**config.mk**
```make
export PLATFORM = sky130hd
export DESIGN_NAME = lsm_sequencer
export DESIGN_NICKNAME = d
export VERILOG_FILES = /design/src/rtl/lsm_pkg.sv /design/src/rtl/lsm_sequencer_lsb_prio_enc.sv /design/src/rtl/lsm_sequencer.sv
export SDC_FILE = /design/constraint.sdc
export NUM_CORES = 1
export LEC_CHECK = 0
export ABC_AREA = 1
export BUFFER_PORTS_ARGS = -buffer_cell sky130_fd_sc_hd__buf_2
export CORE_UTILIZATION = 52
export DETAILED_ROUTE_END_ITERATION = 6
export HOLD_SLACK_MARGIN = 0.12
export PLACE_DENSITY = 0.79
export SKIP_CTS_REPAIR_TIMING = 1
export SYNTH_ARGS = -nofsm -noshare
export SYNTH_HDL_FRONTEND = slang
export SYNTH_HIERARCHICAL = 1
export SYNTH_SLANG_ARGS = --single-unit
```
**constraint.sdc**
```tcl
create_clock -name clk -period 3.05 [get_ports clk]
set_clock_uncertainty 0.1 [all_clocks]
set_input_delay 0.915 -clock clk [delete_from_list [all_inputs] [get_ports clk]]
set_output_delay 0.915 -clock clk [all_outputs]
set_load 0.02 [all_outputs]
```
**src/rtl/lsm_pkg.sv**
```systemverilog
// Shared constants for the load/store-multiple decode sequencer.
package lsm_pkg;

  localparam logic [3:0] OP_LM = 4'b0110;
  localparam logic [3:0] OP_SM = 4'b0111;

  localparam int OPC_HI  = 15;
  localparam int OPC_LO  = 12;
  localparam int BASE_HI = 11;
  localparam int BASE_LO = 9;

  typedef enum logic {
    ST_IDLE = 1'b0,
    ST_SEQ  = 1'b1
  } state_e;

endpackage

```
**src/rtl/lsm_sequencer_lsb_prio_enc.sv**
```systemverilog
// Lowest-set-bit priority encoder: index, one-hot and any-set flag.
module lsb_prio_enc #(
  parameter int NREG = 8,
  parameter int RA_W = 3
) (
  input  logic [NREG-1:0] mask_i,
  output logic [RA_W-1:0] idx_o,
  output logic [NREG-1:0] onehot_o,
  output logic            any_o
);

  // Two's-complement trick isolates the lowest set bit.
  assign onehot_o = mask_i & (~mask_i + NREG'(1));
  assign any_o    = |mask_i;

  always_comb begin
    idx_o = '0;
    for (int i = NREG - 1; i >= 0; i--) begin
      if (mask_i[i]) idx_o = RA_W'(i);
    end
  end

endmodule

```
**src/rtl/lsm_sequencer.sv**
```systemverilog
// Decode-stage LM/SM micro-sequencer; passes other instructions through.
// Build option LSM_EMPTY_SKIP_EN drops LM/SM with an empty register mask.
module lsm_sequencer
  import lsm_pkg::*;
#(
  parameter int DATA_W = 16,
  parameter int NREG   = 8,
  parameter int RA_W   = 3
) (
  input  logic              clk,
  input  logic              rst_n,
  input  logic              flush,
  input  logic              in_valid,
  output logic              in_ready,
  input  logic [15:0]       in_ir,
  input  logic [DATA_W-1:0] in_pc,
  output logic              out_valid,
  input  logic              out_ready,
  output logic [15:0]       out_ir,
  output logic [DATA_W-1:0] out_pc,
  output logic              out_uop,
  output logic              out_is_lm,
  output logic              out_is_sm,
  output logic [RA_W-1:0]   out_reg,
  output logic [RA_W-1:0]   out_base,
  output logic [DATA_W-1:0] out_offset,
  output logic              out_first,
  output logic              out_last,
  output logic              busy
);

  state_e state_q, state_d;
  logic [NREG-1:0]   rem_q, rem_d;
  logic [DATA_W-1:0] cnt_q, cnt_d;
  logic              vld_q, vld_d;
  logic [15:0]       ir_q, ir_d;
  logic [DATA_W-1:0] pc_q, pc_d;
  logic              uop_q, uop_d;
  logic              lm_q, lm_d;
  logic              sm_q, sm_d;
  logic [RA_W-1:0]   reg_q, reg_d;
  logic [RA_W-1:0]   base_q, base_d;
  logic [DATA_W-1:0] off_q, off_d;
  logic              first_q, first_d;
  logic              last_q, last_d;

  logic [NREG-1:0] enc_in, enc_oh, rem_nxt;
  logic [RA_W-1:0] enc_idx;
  logic            enc_any;
  logic [3:0]      opc;
  logic            is_lsm, accept, drop;

  assign opc    = in_ir[OPC_HI:OPC_LO];
  assign is_lsm = (opc == OP_LM) | (opc == OP_SM);
  assign enc_in = (state_q == ST_SEQ) ? rem_q : in_ir[NREG-1:0];

  lsb_prio_enc #(
    .NREG (NREG),
    .RA_W (RA_W)
  ) u_enc (
    .mask_i   (enc_in),
    .idx_o    (enc_idx),
    .onehot_o (enc_oh),
    .any_o    (enc_any)
  );

  assign rem_nxt = enc_in & ~enc_oh;

  assign in_ready = rst_n & (state_q == ST_IDLE)
                  & (~vld_q | out_ready) & ~flush;
  assign accept   = in_valid & in_ready;

`ifdef LSM_EMPTY_SKIP_EN
  assign drop = is_lsm & ~enc_any;
`else
  assign drop = 1'b0;
`endif

  always_comb begin
    state_d = state_q;
    rem_d   = rem_q;
    cnt_d   = cnt_q;
    vld_d   = vld_q;
    ir_d    = ir_q;
    pc_d    = pc_q;
    uop_d   = uop_q;
    lm_d    = lm_q;
    sm_d    = sm_q;
    reg_d   = reg_q;
    base_d  = base_q;
    off_d   = off_q;
    first_d = first_q;
    last_d  = last_q;
    if (flush) begin
      vld_d   = 1'b0;
      rem_d   = '0;
      cnt_d   = '0;
      state_d = ST_IDLE;
    end else begin
      if (vld_q && out_ready) vld_d = 1'b0;
      if (accept && !drop) begin
        vld_d   = 1'b1;
        ir_d    = in_ir;
        pc_d    = in_pc;
        base_d  = in_ir[BASE_HI:BASE_LO];
        reg_d   = '0;
        off_d   = '0;
        first_d = 1'b1;
        last_d  = 1'b1;
        uop_d   = 1'b0;
        lm_d    = 1'b0;
        sm_d    = 1'b0;
        if (is_lsm && enc_any) begin
          uop_d  = 1'b1;
          lm_d   = (opc == OP_LM);
          sm_d   = (opc == OP_SM);
          reg_d  = enc_idx;
          rem_d  = rem_nxt;
          cnt_d  = DATA_W'(1);
          last_d = ~|rem_nxt;
          if (|rem_nxt) state_d = ST_SEQ;
        end
      end else if (state_q == ST_SEQ && out_ready) begin
        vld_d   = 1'b1;
        reg_d   = enc_idx;
        off_d   = cnt_q;
        first_d = 1'b0;
        rem_d   = rem_nxt;
        cnt_d   = cnt_q + DATA_W'(1);
        last_d  = ~|rem_nxt;
        if (~|rem_nxt) state_d = ST_IDLE;
      end
    end
  end

  always_ff @(posedge clk) begin
    if (!rst_n) begin
      state_q <= ST_IDLE;
      rem_q   <= '0;
      cnt_q   <= '0;
      vld_q   <= 1'b0;
      ir_q    <= '0;
      pc_q    <= '0;
      uop_q   <= 1'b0;
      lm_q    <= 1'b0;
      sm_q    <= 1'b0;
      reg_q   <= '0;
      base_q  <= '0;
      off_q   <= '0;
      first_q <= 1'b0;
      last_q  <= 1'b0;
    end else begin
      state_q <= state_d;
      rem_q   <= rem_d;
      cnt_q   <= cnt_d;
      vld_q   <= vld_d;
      ir_q    <= ir_d;
      pc_q    <= pc_d;
      uop_q   <= uop_d;
      lm_q    <= lm_d;
      sm_q    <= sm_d;
      reg_q   <= reg_d;
      base_q  <= base_d;
      off_q   <= off_d;
      first_q <= first_d;
      last_q  <= last_d;
    end
  end

  assign out_valid  = vld_q;
  assign out_ir     = ir_q;
  assign out_pc     = pc_q;
  assign out_uop    = uop_q;
  assign out_is_lm  = lm_q;
  assign out_is_sm  = sm_q;
  assign out_reg    = reg_q;
  assign out_base   = base_q;
  assign out_offset = off_q;
  assign out_first  = first_q;
  assign out_last   = last_q;
  assign busy       = (state_q == ST_SEQ);

endmodule

```
==> flow_metrics.py <==
metrics = {
    "synth": {
        "synth_fp_nets": 565,
        "ys_async_sr_fraction_pct": 0,
        "synth.lib_cells_used.distinct": 33,
        "synthFlopType": "dfxtp_1",
        "seq_area_frac_synth_pct": 44.0,
        "synth-seq-cells": 82,
        "synth_cells": 527,
        "synth_area_per_cell_um2": 7.08,
        "yosysWarningCount": 6,
        "count_of_flip_flops_with_a_built_in_enable_after_synthesis": 0,
        "syn-cell-area_um2": 3730,
    },
    "placement": {
        "io_buffer_count": 98,
        "place.gp.congestion": 0.865,
        "post-dp-hpwl_um": 6290,
        "dpl-instance-area_um2": 4210,
    },
    "hold_path": {
        "hold_end": "out_offset[8]",
        "hold-path-cell-count": 2,
        "min_from": "out_offset[8]",
        "hold_path_class": "flop to flop",
    },
    "floorplan": {
        "die_x_um": 86.7,
        "fp.dieArea_um2": 7510,
        "floorplan.initialDensity_pct": 54.3,
        "floorplan.io_pins": 99,
        "placement_rows": 30,
        "die_h_um": 86.7,
        "placeableCoreArea_um2": 6870,
    },
    "worst_setup_path": {
        "critical_register_to_register_path_endpoint": "cnt_q[5]",
        "critPathMaxFanout": 11,
        "timing.setup.critical_path_class": "input port to flop",
        "crit_path_dat_ns": 2.87,
        "timing.critical_path.to_type": "flop",
        "r2r_setup_slk_ns": 0.37,
        "worstReg2RegStart": "busy",
        "worstPathRequired_ns": 3.23,
        "critPathLaunch": "in_ir[7]",
        "worst-r2r-cell-count": 13,
        "critPathLaunchType": "input port",
    },
    "sta": {
        "timing.setup.tns_ns": 0,
        "slew_headroom_pct": 49.1,
        "final-hold-violation-count": 0,
        "timing_worst_slew_pin_value_ns": 0.760,
        "setup_violations": 0,
        "maxSlewViolCount": 0,
        "grt_setup_unrepaired": "no",
        "clock.fmax_ghz": 0.372,
        "post-route-min-period_ns": 2.69,
        "hold-worst-slack_ns": 0.360,
        "period_share_pct": 88.1,
    },
    "drt": {
        "drt_drc_violations_left": 0,
        "vias": 3591,
        "route.final.wire_length_um": 8740,
        "drt_first_pass_iters": 4,
        "detail_route.wl_per_cell_um": 12.2,
        "drt_iter0_drc": 208,
        "drtAntennaViolNets": 0,
        "detail_route.vias_per_cell": 5.03,
    },
    "finish": {
        "final_area_um2": 4400,
        "synthToLayoutAreaGrowth_pct": 17.9,
        "antenna_cells_inserted": 0,
        "layout-drive-gt1-share_pct": 22.8,
        "design.final.nets": 652,
    },
    "clock_network": {
        "tritoncts_num_sinks": 82,
        "clock_path_buffers": 2,
        "cts_htree_levels": 3,
        "cts_buffers": 9,
        "tritoncts": "built",
        "cts_root_buffer_type": "clkbuf_8",
        "clk_transition_reported_paths_ns": 0.08,
        "clk-insertion-delay-late_ns": 0.34,
    },
    "global_route": {
        "first_pass_grt_wire_length_um": 14300,
        "grt_util_all_layers_pct": 24.3,
        "grt_antenna_before_repair": 0,
        "grt_start_max_net_pins": 42,
        "gr_ovfl_total": 0,
        "grt_pass1_vias": 3178,
    },
    "job": {
        "maxCapViolCount": 0,
    },
    "power_and_ir_drop": {
        "leakagePower_nw": 2.07,
        "powerDensity_nw_per_um2": 469,
        "peakVddDrop_uv": 274,
    },
    "outcome": {
        "run_status": "complete, no violations",
    },
}
## layout by cell type (no fill, tap or decap), types with 2 or more instances in the layout
cell	instances
a21oi_1	51
a21oi_2	5
buf_2	98
buf_4	6
clkbuf_8	9
clkinv_2	2
dfxtp_1	82
inv_1	54
inv_2	3
inv_4	2
nand2_1	107
nand2_2	2
nand3_1	37
nand3_2	3
nand3b_1	5
nand4_1	2
nor2_1	87
nor2_2	2
nor2_4	2
nor3_1	4
o21ai_0	39
xor2_1	2
## power breakdown
| group | switching, mW | internal [mW] |
|---|---|---|
| registers | 0.0109 | 1.09 |
| clock network | 0.370 | 0.373 |
| logic | 0.142 | 0.0710 |
## per-layer routing
metal / global-route usage, % / wire, µm / up-vias
met1: 31.7 / 4200 / 1633
met3: 4.86 / 480 / 13
li1: - / - / 1840
met5: 0 / 0 / -
met4: 11.2 / 154 / 0
met2: 38.7 / 3900 / 105
## synth_stat cells (2+ instances only)
cell      number  area [µm²]
a21oi_1       51         255
a21oi_2        5        43.8
buf_2         12        60.1
buf_4          7        52.6
buf_6          2        22.5
clkbuf_1       6        22.5
dfxtp_1       82        1640
inv_1         54         203
inv_2          3        11.3
inv_4          2        12.5
nand2_1      107         402
nand2_2        2        12.5
nand3_1       37         185
nand3_2        3        30.0
nand3b_1       5        37.5
nand4_1        2        12.5
nor2_1        87         327
nor2_2         2        12.5
nor2_4         2        22.5
nor3_1         4        20.0
o21ai_0       39         195
xor2_1         2        17.5
## layout make-up
cell class	count	area [µm²]
Sequential cell	82	1640
Clock buffer	10	128
Timing Repair Buffer	104	536
Multi-Input combinational cell	357	1680
Clock inverter	5	56.3
Fill cell	640	2470
Inverter	60	230
Tap cell	96	120
## critical path, cell delays in order
cell and delay (ns):
buf_2 0.10, inv_1 0.07, nand2_1 0.07, nand2_1 0.07, inv_1 0.06, or2_1 0.23, nor2_1 0.14, nand2_1 0.09
nand4_1 0.21, nor2_8 0.09, nor2_1 0.59, nand2_1 0.13, nor2_1 0.12
## through the flow
| stage | cells | util, % | total power [mW] | setup WS [ns] |
|---|---|---|---|---|
| 2_1_floorplan | 527 | - | 1.27 | 0.390 |
| 3_5_place_dp | 699 | 61.3 | 1.34 | 0.0305 |
| 3_3_place_gp | 699 | 61.3 | 1.34 | 0.136 |
| 4_1_cts | 714 | 64.0 | 2.07 | 0.382 |
| 6_report | 714 | 64.0 | 2.06 | 0.364 |
| 5_1_grt | 714 | 64.0 | 2.15 | 0.0773 |
## logic make-up after synthesis
kind of cell / count (synthesis) / synth area share (%)
buf+inv: 88 / 10.8
simple gates: 256 / 30.5
xor+xnor: 3 / 0.705
fa+ha+maj: 1 / 0.336
flops: 82 / 44.0
compound gates: 97 / 13.7
## worst max path at each step
stage,to,slack (ns),cells past startpoint
after floorplan,in_ready,0.39,3
after global placement,cnt_q[2],0.14,13
after detailed placement,cnt_q[5],0.03,13
after CTS,cnt_q[5],0.38,13
after global routing,cnt_q[3],0.08,13
final,cnt_q[5],0.36,13
No activity file was read; power rests on OpenSTA's default activity.
